[src/rtl/nibble_serial_adder.sv]
// Multi-cycle adder: one 4-bit slice reused over WIDTH/4 cycles with a registered inter-nibble carry.
// Optional signed-overflow output enabled by defining NIBBLE_SERIAL_ADDER_OVF_EN.
module nibble_serial_adder #(
  parameter int WIDTH = 16
) (
  input  logic             clk,
  input  logic             rst,
  input  logic             in_valid,
  output logic             in_ready,
  input  logic [WIDTH-1:0] a,
  input  logic [WIDTH-1:0] b,
  input  logic             cin,
  output logic             out_valid,
  input  logic             out_ready,
  output logic [WIDTH-1:0] sum,
  output logic             cout,
  output logic             busy
`ifdef NIBBLE_SERIAL_ADDER_OVF_EN
  ,
  output logic             ovf
`endif
);

  localparam int NIB   = WIDTH / 4;
  localparam int IDX_W = $clog2(NIB) + 1;

  localparam logic [1:0] S_IDLE = 2'd0;
  localparam logic [1:0] S_RUN  = 2'd1;
  localparam logic [1:0] S_DONE = 2'd2;

  localparam logic [WIDTH-1:0] NIB_MASK = WIDTH'(4'hF);

  if (((WIDTH % 4) != 0) || (WIDTH < 4)) begin : g_bad_width
    $error("nibble_serial_adder: WIDTH must be a multiple of 4 and >= 4");
  end

  logic [1:0]       state_q, state_d;
  logic [WIDTH-1:0] a_q, a_d, b_q, b_d;
  logic             cin_q, cin_d;
  logic             carry_q, carry_d;
  logic [IDX_W-1:0] idx_q, idx_d;
  logic [WIDTH-1:0] sum_q, sum_d;
  logic             cout_q, cout_d;
  logic             out_valid_q, out_valid_d;
  logic             in_ready_q, in_ready_d;
  logic             busy_q, busy_d;
  logic             ovf_q, ovf_d;

  logic [WIDTH-1:0] a_shift_s, b_shift_s;
  logic [3:0]       a_nib_s, b_nib_s;
  logic             carry_in_s;
  logic [4:0]       nib_sum_s;
  logic [3:0]       low3_sum_s;
  logic             ovf_s;
  logic             last_s;
  logic [IDX_W+1:0] shamt_s;

  // Slice datapath: select nibble idx_q of the latched operands and add with the running carry.
  always_comb begin
    shamt_s    = {idx_q, 2'b00};
    a_shift_s  = a_q >> shamt_s;
    b_shift_s  = b_q >> shamt_s;
    a_nib_s    = a_shift_s[3:0];
    b_nib_s    = b_shift_s[3:0];
    carry_in_s = (idx_q == {IDX_W{1'b0}}) ? cin_q : carry_q;
    nib_sum_s  = {1'b0, a_nib_s} + {1'b0, b_nib_s} + {4'b0000, carry_in_s};
    // Carry into the MSB bit comes from the low three bits of the top nibble.
    low3_sum_s = {1'b0, a_nib_s[2:0]} + {1'b0, b_nib_s[2:0]} + {3'b000, carry_in_s};
    ovf_s      = low3_sum_s[3] ^ nib_sum_s[4];
    last_s     = (idx_q == IDX_W'(NIB - 1));
  end

  // Controller next-state and register updates.
  always_comb begin
    state_d     = state_q;
    a_d         = a_q;
    b_d         = b_q;
    cin_d       = cin_q;
    carry_d     = carry_q;
    idx_d       = idx_q;
    sum_d       = sum_q;
    cout_d      = cout_q;
    out_valid_d = out_valid_q;
    ovf_d       = ovf_q;
    case (state_q)
      S_IDLE: begin
        if (in_valid) begin
          a_d     = a;
          b_d     = b;
          cin_d   = cin;
          sum_d   = {WIDTH{1'b0}};
          idx_d   = {IDX_W{1'b0}};
          state_d = S_RUN;
        end else begin
          state_d = S_IDLE;
        end
      end
      S_RUN: begin
        sum_d   = (sum_q & ~(NIB_MASK << shamt_s)) | (WIDTH'(nib_sum_s[3:0]) << shamt_s);
        carry_d = nib_sum_s[4];
        idx_d   = idx_q + {{(IDX_W-1){1'b0}}, 1'b1};
        if (last_s) begin
          cout_d      = nib_sum_s[4];
          ovf_d       = ovf_s;
          out_valid_d = 1'b1;
          state_d     = S_DONE;
        end else begin
          state_d = S_RUN;
        end
      end
      S_DONE: begin
        if (out_ready) begin
          out_valid_d = 1'b0;
          state_d     = S_IDLE;
        end else begin
          state_d = S_DONE;
        end
      end
      default: begin
        out_valid_d = 1'b0;
        state_d     = S_IDLE;
      end
    endcase
    in_ready_d = (state_d == S_IDLE);
    busy_d     = (state_d == S_RUN) || (state_d == S_DONE);
  end

  // State and output registers with synchronous reset.
  always_ff @(posedge clk) begin
    if (rst) begin
      state_q     <= S_IDLE;
      a_q         <= {WIDTH{1'b0}};
      b_q         <= {WIDTH{1'b0}};
      cin_q       <= 1'b0;
      carry_q     <= 1'b0;
      idx_q       <= {IDX_W{1'b0}};
      sum_q       <= {WIDTH{1'b0}};
      cout_q      <= 1'b0;
      out_valid_q <= 1'b0;
      in_ready_q  <= 1'b1;
      busy_q      <= 1'b0;
      ovf_q       <= 1'b0;
    end else begin
      state_q     <= state_d;
      a_q         <= a_d;
      b_q         <= b_d;
      cin_q       <= cin_d;
      carry_q     <= carry_d;
      idx_q       <= idx_d;
      sum_q       <= sum_d;
      cout_q      <= cout_d;
      out_valid_q <= out_valid_d;
      in_ready_q  <= in_ready_d;
      busy_q      <= busy_d;
      ovf_q       <= ovf_d;
    end
  end

  assign in_ready  = in_ready_q;
  assign out_valid = out_valid_q;
  assign sum       = sum_q;
  assign cout      = cout_q;
  assign busy      = busy_q;

`ifdef NIBBLE_SERIAL_ADDER_OVF_EN
  assign ovf = ovf_q;
`else
  logic unused_ovf_s;
  assign unused_ovf_s = ovf_q;
`endif

endmodule

[config.mk]
export PLATFORM = sky130hd
export DESIGN_NAME = nibble_serial_adder
export DESIGN_NICKNAME = d
export VERILOG_FILES = /design/src/rtl/nibble_serial_adder.sv
export SDC_FILE = /design/constraint.sdc
export NUM_CORES = 1
export LEC_CHECK = 0
export BUFFER_PORTS_ARGS = -buffer_cell sky130_fd_sc_hd__buf_2
export CORE_MARGIN = 3
export CORE_UTILIZATION = 40
export CTS_CLUSTER_SIZE = 10
export DETAILED_ROUTE_END_ITERATION = 10
export GPL_TIMING_DRIVEN = 0
export PLACE_DENSITY = 0.66
export SLEW_MARGIN = 20
export SYNTH_ARGS = -nofsm -noshare
export SYNTH_HDL_FRONTEND = slang
export SYNTH_SLANG_ARGS = --single-unit
export TNS_END_PERCENT = 1
[constraint.sdc]
create_clock -name clk -period 3.5 [get_ports clk]
set_input_delay 0.7 -clock clk [delete_from_list [all_inputs] [get_ports clk]]
set_output_delay 0.7 -clock clk [all_outputs]
set_load 0.005 [all_outputs]
# == Yosys cells after proc, flatten, opt, wreduce, memory -nomap -nowiden ==
# Index checks and enable logic that the tools add are counted.
# op_classes
n_eq_ne,8
muxes,12
reduce_logical,9
bitwise,4
shift,4
add_sub_neg,3
# op_table
op,n
$pmux W16 S2,1
$shr A16 B5 Y4,2
$and A16 B16 Y16,1
$mux W16,1
$not A16 Y16,1
$or A16 B16 Y16,1
$shl A4 B5 Y16,1
$shl A4 B5 Y16 const A,1
$ne A2 B2 Y1 const B,3
$pmux W2 S3,1
$pmux W3 S2,1
$reduce_and A2 Y1,3
$add A4 B4 Y5,1
$add A5 B1 Y5,1
$eq A2 B1 Y1 const B,2
$eq A2 B2 Y1 const B,2
$logic_not A2 Y1,2
$mux W1,4
$mux W2,2
$add A3 B1 Y3 const B,1
$eq A3 B2 Y1 const B,1
$logic_not A3 Y1,1
$mux W3,1
$pmux W1 S3,1
other kinds (4),4
# word_totals
output_inout_bits,20
regBits,59
wordCells,51
inputBits,37

# == Logic depth before layout (Yosys ltp) ==
# Gate-level depths: netlist of the first run.
# logic_depth
ltp_word,6
ltp_mapped,12
depth_no_buf,10

# == Worst setup path before layout of the first run ==
# OpenSTA, ideal clock, no wires.
# synth_timing
kind,register to register
start,register idx_q[0]
end,register cout_q (netlist: cout)
stages_incl_launch_ff,13
setup_ps,132
path_slack_ps,1030
path_buffers,2
arrival_ps,2339
cell_sequence,dfxtp_1 -> buf_6 -> buf_6 -> inv_1 -> ha_1 -> nor2b_1 -> mux2i_1 -> fa_1 -> inv_1 -> fa_1 -> a21o_1 -> a21oi_1 -> a311oi_1
# synth_between
elab_chain_cells,3
word_cells_on_any_way,8
cone_classes,add/sub: 2; eq/ne: 1; shift: 2; mux: 1; reduce/logical: 2
# synth_rtl
element,line,rtl
"start, declared",41,"logic [IDX_W-1:0] idx_q, idx_d;"
"start signal, assigned",136,idx_q <= {IDX_W{1'b0}};
"start signal, assigned",149,idx_q <= idx_d;
$shr A16 B5 Y4 (tied with other cells),61,a_shift_s = a_q >> shamt_s;
$add A4 B4 Y5 / $mux W1 (equally long branches),"66, 65",
$add A5 B1 Y5,66,"nib_sum_s = {1'b0, a_nib_s} + {1'b0, b_nib_s} + {4'b0000, carry_in_s};"
"end signal, assigned",151,cout_q <= cout_d;
"end, declared",43,"logic cout_q, cout_d;"
# Several ways; a longest one is shown, not always the timed one.
# A chain may end at the register's enable or synchronous reset.

# == Worst setup path in the final report of the first run ==
# layout_timing
start,register idx_q[0]
end,register sum_q[6] (netlist: sum[6])
# layout_between
elab_chain_cells,6
word_cells_on_any_way,12
cone_classes,add/sub: 2; shift: 4; mux: 2; bitwise: 3; reduce/logical: 1
# layout_rtl
element,line,rtl
$shr A16 B5 Y4 (tied with other cells),61,
$add A4 B4 Y5 / $mux W1 (equally long branches),"66, 65",
$add A5 B1 Y5,66,
$shl A4 B5 Y16,99,sum_d = (sum_q & ~(NIB_MASK << shamt_s)) | (WIDTH'(nib_sum_s[3:0]) << shamt_s);
$or A16 B16 Y16 (*),99,
$pmux W16 S2 (*),85,case (state_q)
"end signal, assigned",137,sum_q <= {WIDTH{1'b0}};
"end signal, assigned",150,sum_q <= sum_d;
"end, declared",42,"logic [WIDTH-1:0] sum_q, sum_d;"
# Every way passes the cells marked *; elsewhere a longest branch is shown, timed or not.

==> flow_summary.json, run 1 <==
{
  "outcome": "finished clean",
  "total_power_w": 0.001700,
  "cp_max_fo": 10,
  "switchingPower_w": 0.0003993,
  "dieArea_um2": 7651,
  "total_leakage_power_nw": 1.388,
  "seq_power_share_pct": 42.4,
  "routed-wl-met3_um": 402,
  "rr_startpoint": "idx_q[0]",
  "numPortBuffers": 55,
  "synth_area_leaders": "dfxtp_1 (44%), nand2_1 (11%), a21oi_1 (7.2%)",
  "initial_core_util_pct": 41.58,
  "clk_pin_slew_ns": 0.06,
  "drv_cap": 0,
  "setup_viol": 0,
  "holdPathEnd": "a_q[6]",
  "wl_met2_mm": 2.708,
  "antenna_found_initial": 0,
  "clock_path_buffers": 2,
  "drt_first_pass_iters": 4,
  "cts_htree_levels": 3,
  "synth.distinct_cells": 32,
  "syn2layout_area_growth_pct": 23.14,
  "powerDensity_nw_per_um2": 519.9,
  "min_period_ns": 2.779,
  "synth_edf_count": 0,
  "worstSetupStartpointType": "flop",
  "clkPwrFrac_pct": 44.4,
  "ys_ff_latch": 59,
  "combPwrFrac_pct": 13.2,
  "cts_tree": "built",
  "hold_buffers": 0,
  "p_sw_share_pct": 23.49,
  "synthArstFlopShare_pct": 0,
  "die_w_um": 87.47,
  "required_ns": 3.77,
  "antennaDiodeCount": 0,
  "clock_latency_ns": 0.34,
  "crit_type": "reg -> reg",
  "num_vias": 2223,
  "wl_mm": 5.980,
  "utilization_pct": 51.20,
  "skew_ns": 0.008535,
  "r2r_setup_slack_ns": 0.72,
  "grt_pass1_vias": 2136,
  "endpoint_kind": "flop",
  "dominantRegCellSynth": "dfxtp_1",
  "grt.total_usage_pct": 16.67,
  "syn-mean-instance-area_um2": 9.031,
  "yosysTopAreaCell": "dfxtp_1",
  "hold_path.class": "reg -> reg",
  "max_slew_margin_pct": 62.44,
  "setup_ws_ns": 0.7210,
  "cts_resized": 0,
  "synth_fp_nets": 342,
  "intPower_w": 0.001300,
  "fmax_ghz": 0.3598,
  "worstMarginPinSlew_ns": 0.5634,
  "place_hpwl_mm": 4.454,
  "grt_max_degree": 11,
  "via_per_inst": 5.029,
  "wl_met1_mm": 2.794,
  "drt_iter0_markers": 68,
  "worstHoldStart": "a_q[6]",
  "placedCellCount": 426,
  "synth_cells": 294,
  "place_ws_ns": 0.6958,
  "num-nets-final": 408,
  "worstRegToRegCells": 12,
  "top_layer": "met4",
  "stdcell_count": 442,
  "mostFrequentLayoutCell": "nand2_1",
  "yosysSeqAreaShare_pct": 44.49,
  "yosysWarnings": 0,
  "ant_nets": 0,
  "synthesis.area_um2": 2655,
  "gp_congestion": 0.8055,
  "overflow": 0,
  "core_um2": 6386,
  "final_cell_mix": "nand2_1 (75), buf_2 (61), dfxtp_1 (59), a21oi_1 (38), nor2_1 (21)",
  "grt_pass1_wl_mm": 9.846,
  "drv_slew": 0,
  "setup_tns_ns": 0,
  "vdd.ir_drop.worst_mv": 0.3730,
  "fp-row-count": 29,
  "drc": 0,
  "clock_sinks": 59,
  "drive_above_1_share_pct": 25.75,
  "io_pins": 57,
  "die_h_um": 87.47,
  "post_cts_buffers": 0,
  "synth_top_area_share_pct": 44.49,
  "rr_endpoint": "sum[6]",
  "wl_per_cell_um": 13.53,
  "cts_root_buf": "clkbuf_8",
  "period_share_pct": 79.40,
  "rsz0062_at_grt": "no",
  "holdPathStages": 2,
  "cts_made_buffers": 9,
  "hold_viol": 0,
  "cp.arrival_ns": 3.05
}
==> worst max-delay path, stage by stage, from the launching register on <==
cell and delay, ns:
dfxtp_1 0.35, buf_6 0.15, buf_6 0.15, inv_1 0.20, ha_1 0.18, nor2b_1 0.19
mux2i_1 0.26, fa_1 0.22, inv_1 0.06, fa_1 0.39, xor2_1 0.31, a32oi_1 0.15
nor2_1 0.11
==> registers in the layout (all words and copies together) (netlist names) <==
signal     flops
a_q           16
b_q           16
sum           16
idx_q          3
state_q        2
busy           1
carry_q        1
cin_q          1
cout           1
in_ready       1
out_valid      1
==> Yosys cell counts (3+ instances only) <==
master,number
o21ai_0,4
clkbuf_1,7
dfxtp_1,59
nand2_1,75
ha_1,9
nor2_1,21
a2bb2oi_1,4
a21oi_1,38
buf_2,6
nand2b_1,3
nand3b_1,4
nor2b_1,4
inv_1,6
a22oi_1,7
buf_6,6
and2_1,8
mux4_2,8
a32oi_1,4
o31ai_1,4
==> final cells by class <==
cell class | count | area (µm²)
clock buffer | 12 | 145.1
fill | 625 | 3117
buffer | 20 | 131.4
clock inverter | 4 | 97.59
inverter | 6 | 22.52
sequential | 59 | 1181
timing repair buffer | 55 | 275.3
multi-input combinational | 209 | 1320
tap | 77 | 96.34
==> kinds of logic after synthesis <==
family                     after synthesis  synth area share, %
buffers and inverters                   26                5.797
and+or+nand+nor                        119                20.55
muxes                                    9                7.163
AOI/OAI and AO/OA                       68                15.60
DFF                                     59                44.49
xor gates and xnor gates                 2               0.6599
adders and majority gates               11                5.749
==> worst max path at each step <==
stage / to / slack (ns) / depth (start not counted) / start
floorplan: cout / 1.03 / 12 / idx_q[0]
global placement: sum[6] / 0.74 / 12 / idx_q[0]
detailed placement: sum[6] / 0.70 / 12 / idx_q[0]
CTS: sum[6] / 0.69 / 12 / idx_q[0]
global route: sum[2] / 0.47 / 12 / idx_q[0]
finish: sum[6] / 0.72 / 12 / idx_q[0]
==> metal layers <==
| metal | global-route usage (%) | vias to the layer above |
|---|---|---|
| li1 | - | 1140 |
| met1 | 20.23 | 1013 |
| met2 | 27.12 | 63 |
| met3 | 6.055 | 7 |
| met4 | 5.858 | 0 |
| met5 | 0 | - |
==> power by group through the flow <==
stage / clock network [W] / registers (W) / logic [W]
6_report: 0.000755 / 0.000721 / 0.000224
5_1_grt: 0.000797 / 0.000724 / 0.000251
4_1_cts: 0.000768 / 0.000721 / 0.000228
3_5_place_dp: 0 / 0.000736 / 0.000227
3_3_place_gp: 0 / 0.000735 / 0.000223
2_1_floorplan: 0 / 0.000732 / 0.000159
==> per-stage QoR <==
| stage | instance area [µm²] | hold WS [ns] |
|---|---|---|
| detailed placement | 3027 | 0.4466 |
| finish | 3269 | 0.4542 |
| floorplan | 2655 | 0.4331 |
| CTS | 3269 | 0.4558 |
| global route | 3269 | 0.4723 |
| global placement | 3027 | 0.4386 |
(Power assumes the default switching activity.)
==> run 2: changes to the inputs <==
--- a/config.mk
+++ b/config.mk
@@ -5,13 +5,14 @@
 export SDC_FILE = /design/constraint.sdc
 export NUM_CORES = 1
 export LEC_CHECK = 0
+export ABC_AREA = 1
 export BUFFER_PORTS_ARGS = -buffer_cell sky130_fd_sc_hd__buf_2
 export CORE_MARGIN = 3
 export CORE_UTILIZATION = 40
 export CTS_CLUSTER_SIZE = 10
 export DETAILED_ROUTE_END_ITERATION = 10
 export GPL_TIMING_DRIVEN = 0
-export PLACE_DENSITY = 0.66
+export PLACE_DENSITY = 0.68
 export SLEW_MARGIN = 20
 export SYNTH_ARGS = -nofsm -noshare
 export SYNTH_HDL_FRONTEND = slang
==> constraint.sdc (replaced) <==
create_clock -name clk -period 2.27 [get_ports clk]
set_input_delay 0.454 -clock clk [delete_from_list [all_inputs] [get_ports clk]]
set_output_delay 0.454 -clock clk [all_outputs]
set_load 0.005 [all_outputs]
==> run 2 against run 1 <==
The run now ends with negative setup slack left. Hold slack lost 0.10 ns. Core utilization grew 2.3 points. Clock skew is essentially flat. Clock-buffer cell count grew 1. Final area grew 5.6%. Cell count grew 18%. Via count grew 12%. Non-clock buffer count grew 9. Critical endpoint is now sum[1]. Largest cell class unchanged. Largest power group is now sequential cells.
==> flow_summary.json, run 2 <==
{
  "cp.arrival_ns": 2.49,
  "clock_path_buffers": 2,
  "crit_type": "reg -> reg",
  "worstSetupStartpointType": "flop",
  "cts_htree_levels": 3,
  "dominantRegCellSynth": "dfxtp_1",
  "total_leakage_power_nw": 1.547,
  "place_hpwl_mm": 4.782,
  "drt_iter0_markers": 112,
  "drive_above_1_share_pct": 30.41,
  "synthArstFlopShare_pct": 0,
  "cts_root_buf": "clkbuf_8",
  "yosysMostFrequentCell": "nor2_1",
  "fp-row-count": 29,
  "setup_ws_ns": -0.03157,
  "via_per_inst": 4.793,
  "synth_top_area_share_pct": 43.56,
  "grt_pass1_vias": 2357,
  "mostFrequentLayoutCell": "nor2_1",
  "num-nets-final": 488,
  "slowest_delay_ns": 0.45,
  "fillCellCount": 651,
  "stdcell_count": 521,
  "fmax_ghz": 0.4345,
  "setup_viol": 6,
  "die_h_um": 88.33,
  "synth_area_leaders": "dfxtp_1 (44%), nor2_1 (15%), o21ai_0 (8.3%)",
  "clock_latency_ns": 0.34,
  "yosysWarnings": 0,
  "path_cells": "buf_4 -> buf_6 -> o21ai_0 -> o22ai_1 -> nand2_1 -> fa_2 -> inv_2 -> fa_2 -> inv_1 -> nor2_2 -> nand2_1 -> a21oi_1",
  "wl_per_cell_um": 12.51,
  "synth_common_cells": "nor2_1 (107), dfxtp_1 (59), nand2_1 (45), o21ai_0 (45), a21oi_1 (25)",
  "vdd.ir_drop.worst_mv": 0.4420,
  "clock_sinks": 59,
  "drv_slew": 0,
  "die_w_um": 88.33,
  "powerDensity_nw_per_um2": 745.2,
  "core_um2": 6459,
  "grt.total_usage_pct": 17.75,
  "synth_fp_nets": 411,
  "hold_buffers": 0,
  "final_cell_mix": "nor2_1 (105), buf_2 (60), dfxtp_1 (57), o21ai_0 (45), nand2_1 (44)",
  "syn-mean-instance-area_um2": 7.469,
  "fin_hold_ws_ns": 0.3533,
  "synth.distinct_cells": 30,
  "dieArea_um2": 7802,
  "endpoint_kind": "flop",
  "required_ns": 2.46,
  "antenna_found_initial": 0,
  "max_slew_margin_pct": 62.84,
  "overflow": 0,
  "hold_path.class": "in -> reg",
  "cts_made_buffers": 9,
  "skew_ns": 0.008227,
  "synth_cells": 363,
  "wl_mm": 6.517,
  "drt_first_pass_iters": 4,
  "syn2layout_area_growth_pct": 27.36,
  "synth_edf_count": 0,
  "min_period_ns": 2.302,
  "rsz0062_at_grt": "yes",
  "ys_ff_latch": 59,
  "num_vias": 2497,
  "grt_pass1_wl_mm": 10.64,
  "cts_tree": "built",
  "ant_nets": 0,
  "cp_max_fo": 10,
  "yosysTopAreaCell": "dfxtp_1",
  "gp_congestion": 0.8423,
  "antennaDiodeCount": 0,
  "cp_slowest_cell": "fa_2",
  "clk_pin_slew_ns": 0.06,
  "worstMarginPinSlew_ns": 0.5575,
  "failed_checks": "negative setup slack",
  "outcome": "finished with violations",
  "drc": 0,
  "initial_core_util_pct": 41.98,
  "io_pins": 57,
  "period_share_pct": 101.4,
  "grt_max_degree": 11,
  "drv_cap": 0,
  "numPortBuffers": 55,
  "yosysSeqAreaShare_pct": 43.56,
  "placedCellCount": 495,
  "synthesis.area_um2": 2711,
  "hold_viol": 0
}
[run 2: changes by cell type after synthesis, sizes merged, moves of 5 or more]
cell   before  now
o21ai       4   49
inv         6   20
nand2      75   47
mux4        8    0
a22oi       7    0
a21oi      38   31
nor2       21  110
nand3       0    5
and2        8    0
[run 2: worst max-delay path: cells and delay by family (launching register included)]
family | cells | cell delay [ns]
AOI/OAI and AO/OA | 3 | 0.31
adders and majority gates | 2 | 0.84
buffers and inverters | 4 | 0.41
DFF | 1 | 0.37
and+or+nand+nor | 3 | 0.20
[run 2: power breakdown]
group	switching, W	leakage, nW	internal, W	total (W)
clock network	0.000382	0.0953	0.000476	0.000858
registers	0.0000398	0.486	0.00111	0.00115
logic	0.000326	0.965	0.000242	0.000568
total	0.000749	1.55	0.00182	0.00257
[run 2: logic make-up (layout without fill, tap and decap cells)]
family	Yosys count	count (layout)	synth area share [%]
buffers and inverters	38	119	6.461
multiplexers	1	1	0.3692
XOR/XNOR	1	1	0.3231
AND/OR/NAND/NOR	169	169	26.03
AO/OA/AOI/OAI	84	84	17.63
adder cells (fa/ha/maj)	11	11	5.630
flip-flops	59	59	43.56
[run 2: layout make-up]
cell class | count | area [µm²] | area share [%]
Buffer | 18 | 142.6 | 4.130
Multi-Input combinational cell | 266 | 1404 | 40.65
Tap cell | 77 | 96.34 | 2.790
Clock buffer | 13 | 168.9 | 4.891
Timing Repair Buffer | 66 | 357.8 | 10.36
Clock inverter | 2 | 10.01 | 0.2899
Sequential cell | 59 | 1186 | 34.35
Inverter | 20 | 87.58 | 2.536
[run 2: through the flow]
step                      total power, W  setup slack [ns]  setup TNS, ns  utilization, %  instance area, µm²
final                           0.002573          -0.03157        -0.1339           53.47                3453
after global routing            0.002717           -0.1863         -1.521           53.47                3453
after CTS                       0.002583           -0.1207        -0.4388           52.96                3421
after detailed placement        0.001669           -0.2793         -2.355           48.08                3105
after global placement          0.001657           -0.2708         -2.057           48.08                3105
after floorplan                 0.001525           0.01638              0               -                2734
[run 2: final timing paths]
kind                               start       to  slack, ns  depth (start not counted)
worst min register to register   sum[12]  sum[12]       0.45                          2
worst max register to register  idx_q[0]   sum[1]      -0.03                         12
worst max-delay path            idx_q[0]   sum[1]      -0.03                         12
worst min-delay path                b[9]   b_q[9]       0.35                          3
[run 2: metal layers]
layer	routed length, µm	up-vias	track usage (%)
li1	-	1325	-
met1	3049	1104	21.49
met2	3015	60	29.91
met3	348	8	4.842
met4	104	0	7.005
met5	0	-	0
[run 2: timing repair]
item                                    4_1_cts  5_1_grt
cloned                                        0        0
pin swaps                                    13       10
endpoints found under the setup margin       14       14
gates resized for setup                      20        7
setup buffers                                 9        2
